File: config.mk
export PLATFORM = sky130hd
export DESIGN_NAME = pwm_capture
export DESIGN_NICKNAME = d
export VERILOG_FILES = /design/src/rtl/pwm_capture.sv
export SDC_FILE = /design/constraint.sdc
export NUM_CORES = 1
export LEC_CHECK = 0
export BUFFER_PORTS_ARGS = -buffer_cell sky130_fd_sc_hd__clkbuf_2
export CORE_ASPECT_RATIO = 1.2
export CORE_UTILIZATION = 35
export CTS_BUF_LIST = sky130_fd_sc_hd__clkbuf_2
export DETAILED_ROUTE_END_ITERATION = 8
export GPL_TIMING_DRIVEN = 1
export PLACE_DENSITY = 0.64
export SYNTH_ARGS = -nofsm -noshare
export SYNTH_HDL_FRONTEND = slang
export SYNTH_SLANG_ARGS = --single-unit
File: constraint.sdc
create_clock -name clk -period 4.9 [get_ports clk]
set_input_delay 0.49 -clock clk [delete_from_list [all_inputs] [get_ports clk]]
set_output_delay 0.49 -clock clk [all_outputs]
set_load 0.005 [all_outputs]
File: src/rtl/pwm_capture.sv
// rtl/pwm_capture.sv - single-channel PWM period / high-time decoder
//
// Samples an asynchronous PWM pin and measures high time and period in
// prescaled ticks (one tick = CLK_DIV clk cycles). Each completed
// rise-fall-rise sequence is published with a one-cycle valid strobe.
// A line that stops toggling while a measurement is in flight raises stuck.
//
// Ports:
//   clk        system clock
//   rst        synchronous reset, active-high
//   pwm_in     asynchronous PWM input
//   period     last measured period in ticks
//   high_time  last measured high time in ticks
//   valid      one-cycle strobe, period/high_time updated this cycle
//   stuck      timeout occurred, no complete cycle since
//   level      synchronized pwm_in, tells 0 % from 100 % when stuck
module pwm_capture #(
    parameter int CLK_DIV  = 391,
    parameter int CNT_BITS = 16
) (
    input  logic                clk,
    input  logic                rst,
    input  logic                pwm_in,
    output logic [CNT_BITS-1:0] period,
    output logic [CNT_BITS-1:0] high_time,
    output logic                valid,
    output logic                stuck,
    output logic                level
);

    localparam int PW = (CLK_DIV > 1) ? $clog2(CLK_DIV) : 1;
    localparam logic [PW-1:0]       PRE_MAX = PW'(CLK_DIV - 1);
    localparam logic [PW-1:0]       PRE_ONE = PW'(1);
    localparam logic [CNT_BITS-1:0] CNT_MAX = '1;
    localparam logic [CNT_BITS-1:0] CNT_ONE = CNT_BITS'(1);

    typedef enum logic [1:0] {IDLE, HIGH, LOW} state_t;

    logic                sync1_q, sync1_d;
    logic                sync2_q, sync2_d;
    logic                sync3_q, sync3_d;
    logic                rise_q, rise_d;
    logic                fall_q, fall_d;
    logic [PW-1:0]       pre_q, pre_d;
    logic [CNT_BITS-1:0] cnt_q, cnt_d;
    logic [CNT_BITS-1:0] hi_cap_q, hi_cap_d;
    logic [CNT_BITS-1:0] period_q, period_d;
    logic [CNT_BITS-1:0] high_time_q, high_time_d;
    logic                valid_q, valid_d;
    logic                stuck_q, stuck_d;
    state_t              state_q, state_d;

    logic                tick;
    logic                cnt_sat;
    logic                timeout;
    logic [CNT_BITS-1:0] cnt_inc;

    always_comb begin
        sync1_d = pwm_in;
        sync2_d = sync1_q;
        sync3_d = sync2_q;
        // Edge strobes are registered so every decision uses a clean pulse.
        rise_d  = sync2_q & ~sync3_q;
        fall_d  = ~sync2_q & sync3_q;

        tick    = (pre_q == PRE_MAX);
        cnt_sat = (cnt_q == CNT_MAX);
        // cnt_inc already includes this cycle's tick, so a capture taken on
        // an edge equals floor(elapsed cycles / CLK_DIV) since the last rise.
        cnt_inc = (tick && !cnt_sat) ? cnt_q + CNT_ONE : cnt_q;
        // An edge in the same cycle as the overflowing tick wins.
        timeout = tick && cnt_sat && !rise_q && !fall_q;

        pre_d       = tick ? '0 : pre_q + PRE_ONE;
        cnt_d       = cnt_inc;
        hi_cap_d    = hi_cap_q;
        period_d    = period_q;
        high_time_d = high_time_q;
        valid_d     = 1'b0;
        stuck_d     = stuck_q;
        state_d     = state_q;

        if (rise_q) begin
            pre_d = '0;
            cnt_d = '0;
        end

        case (state_q)
            IDLE: begin
                if (rise_q) state_d = HIGH;
            end
            HIGH: begin
                // A rise here just restarts the count (handled above).
                if (fall_q) begin
                    hi_cap_d = cnt_inc;
                    state_d  = LOW;
                end
            end
            LOW: begin
                if (rise_q) begin
                    period_d    = cnt_inc;
                    high_time_d = hi_cap_q;
                    valid_d     = 1'b1;
                    stuck_d     = 1'b0;
                    state_d     = HIGH;
                end
            end
            default: state_d = IDLE;
        endcase

        if (state_q != IDLE && timeout) begin
            period_d    = '0;
            high_time_d = '0;
            valid_d     = 1'b1;
            stuck_d     = 1'b1;
            state_d     = IDLE;
        end
    end

    always_ff @(posedge clk) begin
        if (rst) begin
            sync1_q     <= 1'b0;
            sync2_q     <= 1'b0;
            sync3_q     <= 1'b0;
            rise_q      <= 1'b0;
            fall_q      <= 1'b0;
            pre_q       <= '0;
            cnt_q       <= '0;
            hi_cap_q    <= '0;
            period_q    <= '0;
            high_time_q <= '0;
            valid_q     <= 1'b0;
            stuck_q     <= 1'b0;
            state_q     <= IDLE;
        end else begin
            sync1_q     <= sync1_d;
            sync2_q     <= sync2_d;
            sync3_q     <= sync3_d;
            rise_q      <= rise_d;
            fall_q      <= fall_d;
            pre_q       <= pre_d;
            cnt_q       <= cnt_d;
            hi_cap_q    <= hi_cap_d;
            period_q    <= period_d;
            high_time_q <= high_time_d;
            valid_q     <= valid_d;
            stuck_q     <= stuck_d;
            state_q     <= state_d;
        end
    end

    assign period    = period_q;
    assign high_time = high_time_q;
    assign valid     = valid_q;
    assign stuck     = stuck_q;
    assign level     = sync2_q;

endmodule

Word level (Yosys, flattened, before mapping)
Index checks and enable logic that the tools add are counted.
{ "totals": {"ff_bits": 82, "in_bits": 3, "out_inout_bits": 35, "elab_cells": 55} }
{ "classes": {"addsub": 2, "eq_ne": 6, "mux": 10, "bitwise_logic": 4, "reduce_logical": 20} }
{ "op_table": {"columns": ["cell", "n"], "rows": [
  ["$add A16 B1 Y16 const B", 1],
  ["$eq A16 B16 Y1 const B", 1],
  ["$mux W16", 1],
  ["$add A9 B1 Y9 const B", 1],
  ["$eq A9 B9 Y1 const B", 1],
  ["$reduce_and A2 Y1", 4],
  ["$mux W1", 6],
  ["$reduce_bool A2 Y1", 3],
  ["$reduce_or A2 Y1", 3],
  ["$logic_and A1 B1 Y1", 5],
  ["$mux W2", 2],
  ["$pmux W2 S2", 1],
  ["$logic_not A1 Y1", 3],
  ["$reduce_or A3 Y1", 1],
  ["$and A1 B1 Y1", 2],
  ["$eq A2 B1 Y1 const B", 1],
  ["$eq A2 B2 Y1 const B", 1],
  ["$logic_not A2 Y1", 1],
  ["$ne A2 B1 Y1 const B", 1],
  ["$ne A2 B2 Y1 const B", 1],
  ["$not A1 Y1", 2]
]} }

Longest topological paths before layout
Gate-level depths: netlist of the first run.
{ "depth": {"word_depth": 7, "ltp_mapped": 9} }

Worst setup path before layout of the first run
OpenSTA, ideal clock, no wires.
{ "synth_path": {"path_type": "flip-flop to flip-flop", "startpoint": "register pre_q[5]", "endpoint": "register period_q[11] (netlist: period[11])", "setup_time_ns": 0.137, "arrival_ns": 1.917, "setup_slack_ns": 2.845, "stages_incl_launch_ff": 8, "period_less_slack_ns": 2.055, "path_cell_list": "dfxtp_1 -> or4b_4 -> nor4_4 -> o2111ai_1 -> nand2b_1 -> buf_2 -> buf_2 -> a211oi_1"} }
{ "synth_between": {"elab_chain_len": 6, "word_cells_on_any_way": 8} }
{ "synth_rtl": {"columns": ["item", "line_no", "text"], "rows": [
  ["start: declaration", "44", "logic [PW-1:0] pre_q, pre_d;"],
  ["start signal: assignment", "141", "pre_q <= pre_d;"],
  ["$eq A9 B9 Y1 *", "66", "tick = (pre_q == PRE_MAX);"],
  ["$logic_and A1 B1 Y1 (3 in series)", "72", "timeout = tick && cnt_sat && !rise_q && !fall_q;"],
  ["$logic_and A1 B1 Y1", "111", "if (state_q != IDLE && timeout) begin"],
  ["$reduce_or A2 Y1 (no source line)", null, null],
  ["end signal: assignment", "144", "period_q <= period_d;"],
  ["end: declaration", "47", "logic [CNT_BITS-1:0] period_q, period_d;"]
]} }
Every way passes the cells marked *; elsewhere a longest branch is shown, timed or not.
A chain may end at the register's enable or synchronous reset.

Worst setup path after layout of the first run
{ "layout_path": {"startpoint": "register cnt_q[0]", "endpoint": "register period_q[0] (netlist: period[0])"} }
{ "layout_between": {"elab_chain_len": 6, "word_cells_on_any_way": 10} }
{ "layout_rtl": {"columns": ["item", "line_no", "text"], "rows": [
  ["start: declaration", "45", "logic [CNT_BITS-1:0] cnt_q, cnt_d;"],
  ["start signal: assignment", "142", "cnt_q <= cnt_d;"],
  ["parallel branches: the longest is 6 deep, another holds $add A16 B1 Y16", null, null]
]} }
Parallel ways; which one is timed is not known.

==> flow_metrics.tcl, run 1 <==
set metrics [dict create \
    outcome "finished, final reports clean" \
    post-dp-hpwl_um 4270 \
    grt_pass1_vias 2210 \
    cap_violations 0 \
    layout-drive-gt1-share_pct 18.0 \
    crit_path_end_kind "register" \
    fin_skew_ns 0.0288 \
    final.setup.tns_ns 0 \
    num_vias 2375 \
    cp.arrival_ns 2.98 \
    tightest_slew_ns 0.858 \
    gp_congestion 0.796 \
    synth_top_area_share_pct 53.1 \
    cts_sinks 82 \
    grt_setup_unrepaired "false" \
    required_ns 5.31 \
    io_pins 38 \
    period_needed_ns 2.56 \
    yosysSeqAreaShare_pct 53.1 \
    cts_tree "yes" \
    clock.fmax_mhz 390 \
    fin_cells 495 \
    drv_slew 0 \
    clockBufferDepth 2 \
    coreArea_mm2 0.00856 \
    antenna_cells 0 \
    grt-ovfl-total 0 \
    hold_viol_final 0 \
    syn_inst 342 \
    postSynthAreaPerCell_um2 9.04 \
    vdd_ir_drop_max_v 0.000132 \
    cts_buffers 9 \
    clock_tree.root_cell "clkbuf_2" \
    firstDrtPassIters 6 \
    synth_ff_type "dfxtp_1" \
    p_per_area_mw_per_mm2 326 \
    drc 0 \
    clkLatencyLatePin_ns 0.53 \
    ys_ff_latch 82 \
    synth.top_cells.by_count "dfxtp_1 (82), nor2_1 (60), nand2_1 (44)" \
    viasPerCell 4.80 \
    grt_util_all_layers_pct 14.6 \
    netlist_area_mm2 0.00309 \
    syn2layout_area_growth_pct 14.3 \
    num-nets-final 379 \
    post_cts_buffers 0 \
    worstSetupPathType "reg -> reg" \
    start_util_pct 36.1 \
    ys_warn_count 0 \
    synth.distinct_cells 36 \
    die-width_um 87.8 \
    antenna_found_initial 0 \
    drtAntennaViolNets 0 \
    die_height_um 105 \
    p_leak_nw 1.24 \
    grt_pass1_wl_um 10400 \
    wl_per_cell_um 12.6 \
    critPathLaunchType "register" \
    relSlewSlack_pct 42.3 \
    routed_wl_um 6240 \
    cts_resized 0 \
    synth_async_sr_flop_share_pct 0 \
    num_rows 37 \
    clk_pin_slew_ns 0.22 \
    synth_most_common_cell "dfxtp_1" \
    dp_cells 479 \
    yosys.area.top_type "dfxtp_1" \
    first_iter_violations 66 \
    cts_htree_levels 3 \
    crit_fanout 7 \
    syn_nets 348 \
    yosys-top-cells-area "dfxtp_1 (53%), nor2_1 (7.3%), a211oi_1 (6.8%), nand2_1 (5.3%), a21oi_1 (3.6%)" \
    io_buffers 37 \
    fin_crit_sh_pct 52.3 \
    postCtsHoldBufs 0 \
    synth-edff-count 0 \
    die_area_mm2 0.00921 \
    grt_max_degree 33 \
    worst_hold_path_type "in -> reg" \
    setup_violations 0 \
]
## cells by family (layout without fill, tap and decap cells)
group | Yosys count | in the layout | synth area share (%)
AND/OR/NAND/NOR | 156 | 156 | 24.6
flip-flops | 82 | 82 | 53.1
AO/OA/AOI/OAI | 56 | 56 | 11.7
buffers and inverters | 23 | 59 | 3.04
XOR/XNOR | 19 | 19 | 5.38
adder cells (fa/ha/maj) | 3 | 3 | 1.21
multiplexers | 3 | 3 | 0.972
## path summary, 6_finish.rpt
check / to / start / cells after the start / slack, ns
max: period[0]$_SDFFE_PP0P_ / cnt_q[0]$_SDFF_PP0_ / 7 / 2.34
min: sync1_q$_SDFF_PP0_ / pwm_in / 2 / 0.14
max reg2reg: period[0]$_SDFFE_PP0P_ / cnt_q[0]$_SDFF_PP0_ / 7 / 2.34
min reg2reg: rise_q$_SDFF_PP0_ / sync3_q$_SDFF_PP0_ / 1 / 0.45
## state kept, by name, summed over array words and instances (netlist names), 2 cells and up
name	flops
state_q	2
period	16
cnt_q	16
hi_cap_q	16
pre_q	9
high_time	16
## through the flow
| step | util (%) | worst slack [ns] | hold WS, ns | total power [W] | area [µm²] |
|---|---|---|---|---|---|
| after floorplan | - | 2.85 | 0.383 | 0.000706 | 3090 |
| after global placement | 39.3 | 2.43 | 0.399 | 0.000712 | 3370 |
| after CTS | 41.2 | 2.32 | 0.124 | 0.00117 | 3530 |
| after detailed placement | 39.3 | 2.34 | 0.412 | 0.000713 | 3370 |
| final | 41.2 | 2.34 | 0.143 | 0.00115 | 3530 |
| after global routing | 41.2 | 2.08 | 0.121 | 0.00120 | 3530 |
## metal layers
metal	track usage, %	up-vias	wire length (µm)
met5	0	-	0
li1	-	1226	-
met2	22.2	45	2880
met1	18.7	1091	2930
met3	3.87	13	302
met4	7.61	0	126
## report_power, final
group / switching (W) / total [W] / internal, W / leakage (nW)
combinational: 0.0000155 / 0.0000222 / 0.00000668 / 0.482
sequential: 0.00000435 / 0.000677 / 0.000672 / 0.661
clock: 0.000230 / 0.000454 / 0.000223 / 0.0923
## cell usage in the layout, fill, tap and decap left out, types with 3 or more instances in the layout
master,count
a21oi_1,22
clkbuf_2,47
a211oi_1,28
xnor2_1,12
ha_1,3
nand4_1,4
dfxtp_1,82
mux2i_1,3
nor3_1,6
xor2_1,7
o21ai_0,3
and3_1,3
nand3_1,12
bufinv_16,3
nand2_1,44
nor2b_1,5
buf_4,4
nor2_1,60
## cell type report
type	count	area (µm²)
well taps	117	146
repair buffers	41	215
fillers	892	5030
clock inverters	6	115
inverters	2	7.51
clock buffers	10	50.0
multi-input cells	237	1360
flip-flops and latches	82	1640
## worst max-delay path, stage by stage, from the launching register on
cell and delay [ns]:
dfxtp_1 0.44, ha_1 0.19, nand3_1 0.20, nor4_1 0.81, buf_4 0.28, nor2_1 0.08
xnor2_1 0.34, a211oi_1 0.12
Note: power is estimated with default switching activity, not from simulation.
==> run 2: changes to the inputs <==
- clock period: 4.9 -> 2.6 ns (I/O delays scaled with it)
==> run 2 against run 1 <==
Compared with the run above:
- critical path depth decreased by 2
- clock skew decreased by 0.0016 ns
- hold slack better by 0.014 ns
- final cell count is 1.2% higher
- critical path type unchanged
- critical endpoint is now period[11]$_SDFFE_PP0P_
==> flow_metrics.tcl, run 2 (synthesized netlist as in run 1, its figures left out) <==
set metrics [dict create \
    outcome "finished, final reports clean" \
    crit_fanout 4 \
    viasPerCell 4.78 \
    vdd_ir_drop_max_v 0.000228 \
    design_area_mm2 0.00358 \
    crit_chain "or4b_4, or4b_4, nor3_1, xnor2_1, a211oi_1" \
    cpMaxStageDelayCell "or4b_4" \
    drv_slew 0 \
    relSlewSlack_pct 46.9 \
    cts_tree "yes" \
    clock.fmax_mhz 441 \
    die_height_um 105 \
    grt_pass1_vias 2256 \
    drtAntennaViolNets 0 \
    rr_startpoint "pre_q[5]$_SDFF_PP0_" \
    firstDrtPassIters 4 \
    layout_common_cells "dfxtp_1 (82), nor2_1 (60), clkbuf_2 (46)" \
    syn2layout_area_growth_pct 15.7 \
    final_core_util_pct 41.8 \
    io_pins 38 \
    cts_resized 0 \
    grt_util_all_layers_pct 14.6 \
    reg2reg_slack_ns 0.33 \
    cap_violations 0 \
    pre_cts_ws_ns 0.358 \
    grt_pass1_wl_um 10400 \
    worstHoldPathCells 3 \
    min_from "rst" \
    clk_pin_slew_ns 0.23 \
    setup_ws_ns 0.332 \
    cts_htree_levels 3 \
    cp_common_cell "or4b_4" \
    antenna_cells 0 \
    first_iter_violations 117 \
    fin_crit_sh_pct 87.2 \
    post_cts_buffers 0 \
    io_buffers 37 \
    crit_path_max_incr_delay_ns 0.57 \
    antenna_found_initial 0 \
    num_rows 37 \
    routed_wl_um 6130 \
    cp.arrival_ns 2.72 \
    crit_path_end_kind "register" \
    p_leak_nw 1.26 \
    critPathLaunchType "register" \
    drc 0 \
    clock_tree.root_cell "clkbuf_2" \
    gp_congestion 0.829 \
    required_ns 3.05 \
    period_needed_ns 2.27 \
    tightest_slew_ns 0.794 \
    num_vias 2397 \
    fillers 864 \
    clkLatencyLatePin_ns 0.54 \
    r2r_cells 5 \
    final.setup.tns_ns 0 \
    coreArea_mm2 0.00856 \
    place_area_mm2 0.00340 \
    num-nets-final 385 \
    start_util_pct 36.1 \
    grt_setup_unrepaired "false" \
    worst_hold_path_type "in -> reg" \
    mostFrequentLayoutCell "dfxtp_1" \
    grt-ovfl-total 0 \
    setup_violations 0 \
    cts_sinks 82 \
    min_to "hi_cap_q[6]$_SDFFE_PP0P_" \
    post-dp-hpwl_um 4300 \
    grt_max_degree 25 \
    worstSetupPathType "reg -> reg" \
    die-width_um 87.8 \
    hold_viol_final 0 \
    path_buf_inv 0 \
    wl_per_cell_um 12.2 \
    clockBufferDepth 2 \
    p_per_area_mw_per_mm2 606 \
    die_area_mm2 0.00921 \
    cts_buffers 9 \
    timing.rr.end "period[11]$_SDFFE_PP0P_" \
    fin_skew_ns 0.0272 \
    layout-drive-gt1-share_pct 19.0 \
    cp_top_family "simple AND/OR/NAND/NOR gates" \
]
-- run 2: per-stage QoR --
step,power (W),cells,hold WS [ns]
floorplan,0.00133,342,0.332
global placement,0.00134,484,0.395
detailed placement,0.00134,484,0.401
CTS,0.00220,501,0.118
global route,0.00224,501,0.139
finish,0.00217,501,0.157
-- run 2: worst max path at each step --
stage / end / slack [ns] / depth (start not counted) / startpoint
final: period[11]$_SDFFE_PP0P_ / 0.33 / 5 / pre_q[5]$_SDFF_PP0_
after global routing: period[5]$_SDFFE_PP0P_ / 0.06 / 7 / cnt_q[0]$_SDFF_PP0_
after CTS: period[11]$_SDFFE_PP0P_ / 0.31 / 5 / pre_q[5]$_SDFF_PP0_
after detailed placement: period[5]$_SDFFE_PP0P_ / 0.36 / 7 / cnt_q[0]$_SDFF_PP0_
after global placement: hi_cap_q[5]$_SDFFE_PP0P_ / 0.44 / 7 / cnt_q[0]$_SDFF_PP0_
after floorplan: period[11]$_SDFFE_PP0P_ / 0.55 / 7 / pre_q[5]$_SDFF_PP0_
-- run 2: metal layers --
metal	wire (µm)	vias up	GRT usage [%]	part of all wire [%]
li1	-	1246	-	-
met1	2970	1101	17.9	48
met2	2800	39	22.8	46
met3	220	11	3.79	3.6
met4	140	0	8.43	2.3
met5	0	-	0	0
-- run 2: timing repair --
action	in CTS	in global routing
hold endpoints to repair	1	0
setup endpoints to repair	0	0
hold buffers	1	0
-- run 2: area by class of cell --
type | instances | area [µm²] | share of cell area [%]
Multi-Input combinational cell | 237 | 1360 | 37.9
Inverter | 2 | 7.51 | 0.210
Sequential cell | 82 | 1640 | 45.9
Clock buffer | 9 | 45.0 | 1.26
Tap cell | 117 | 146 | 4.09
Clock inverter | 7 | 118 | 3.29
Timing Repair Buffer | 47 | 263 | 7.35
-- run 2: worst min-delay path, cell delays in order --
cell and delay [ns]:
clkbuf_2 0.10, buf_4 0.26, a211oi_1 0.07
-- run 2: where the power goes --
group / total (W) / internal, W / switching, W
Clock: 0.000848 / 0.000411 / 0.000437
Combinational: 0.0000447 / 0.0000155 / 0.0000292
Sequential: 0.00127 / 0.00127 / 0.00000772
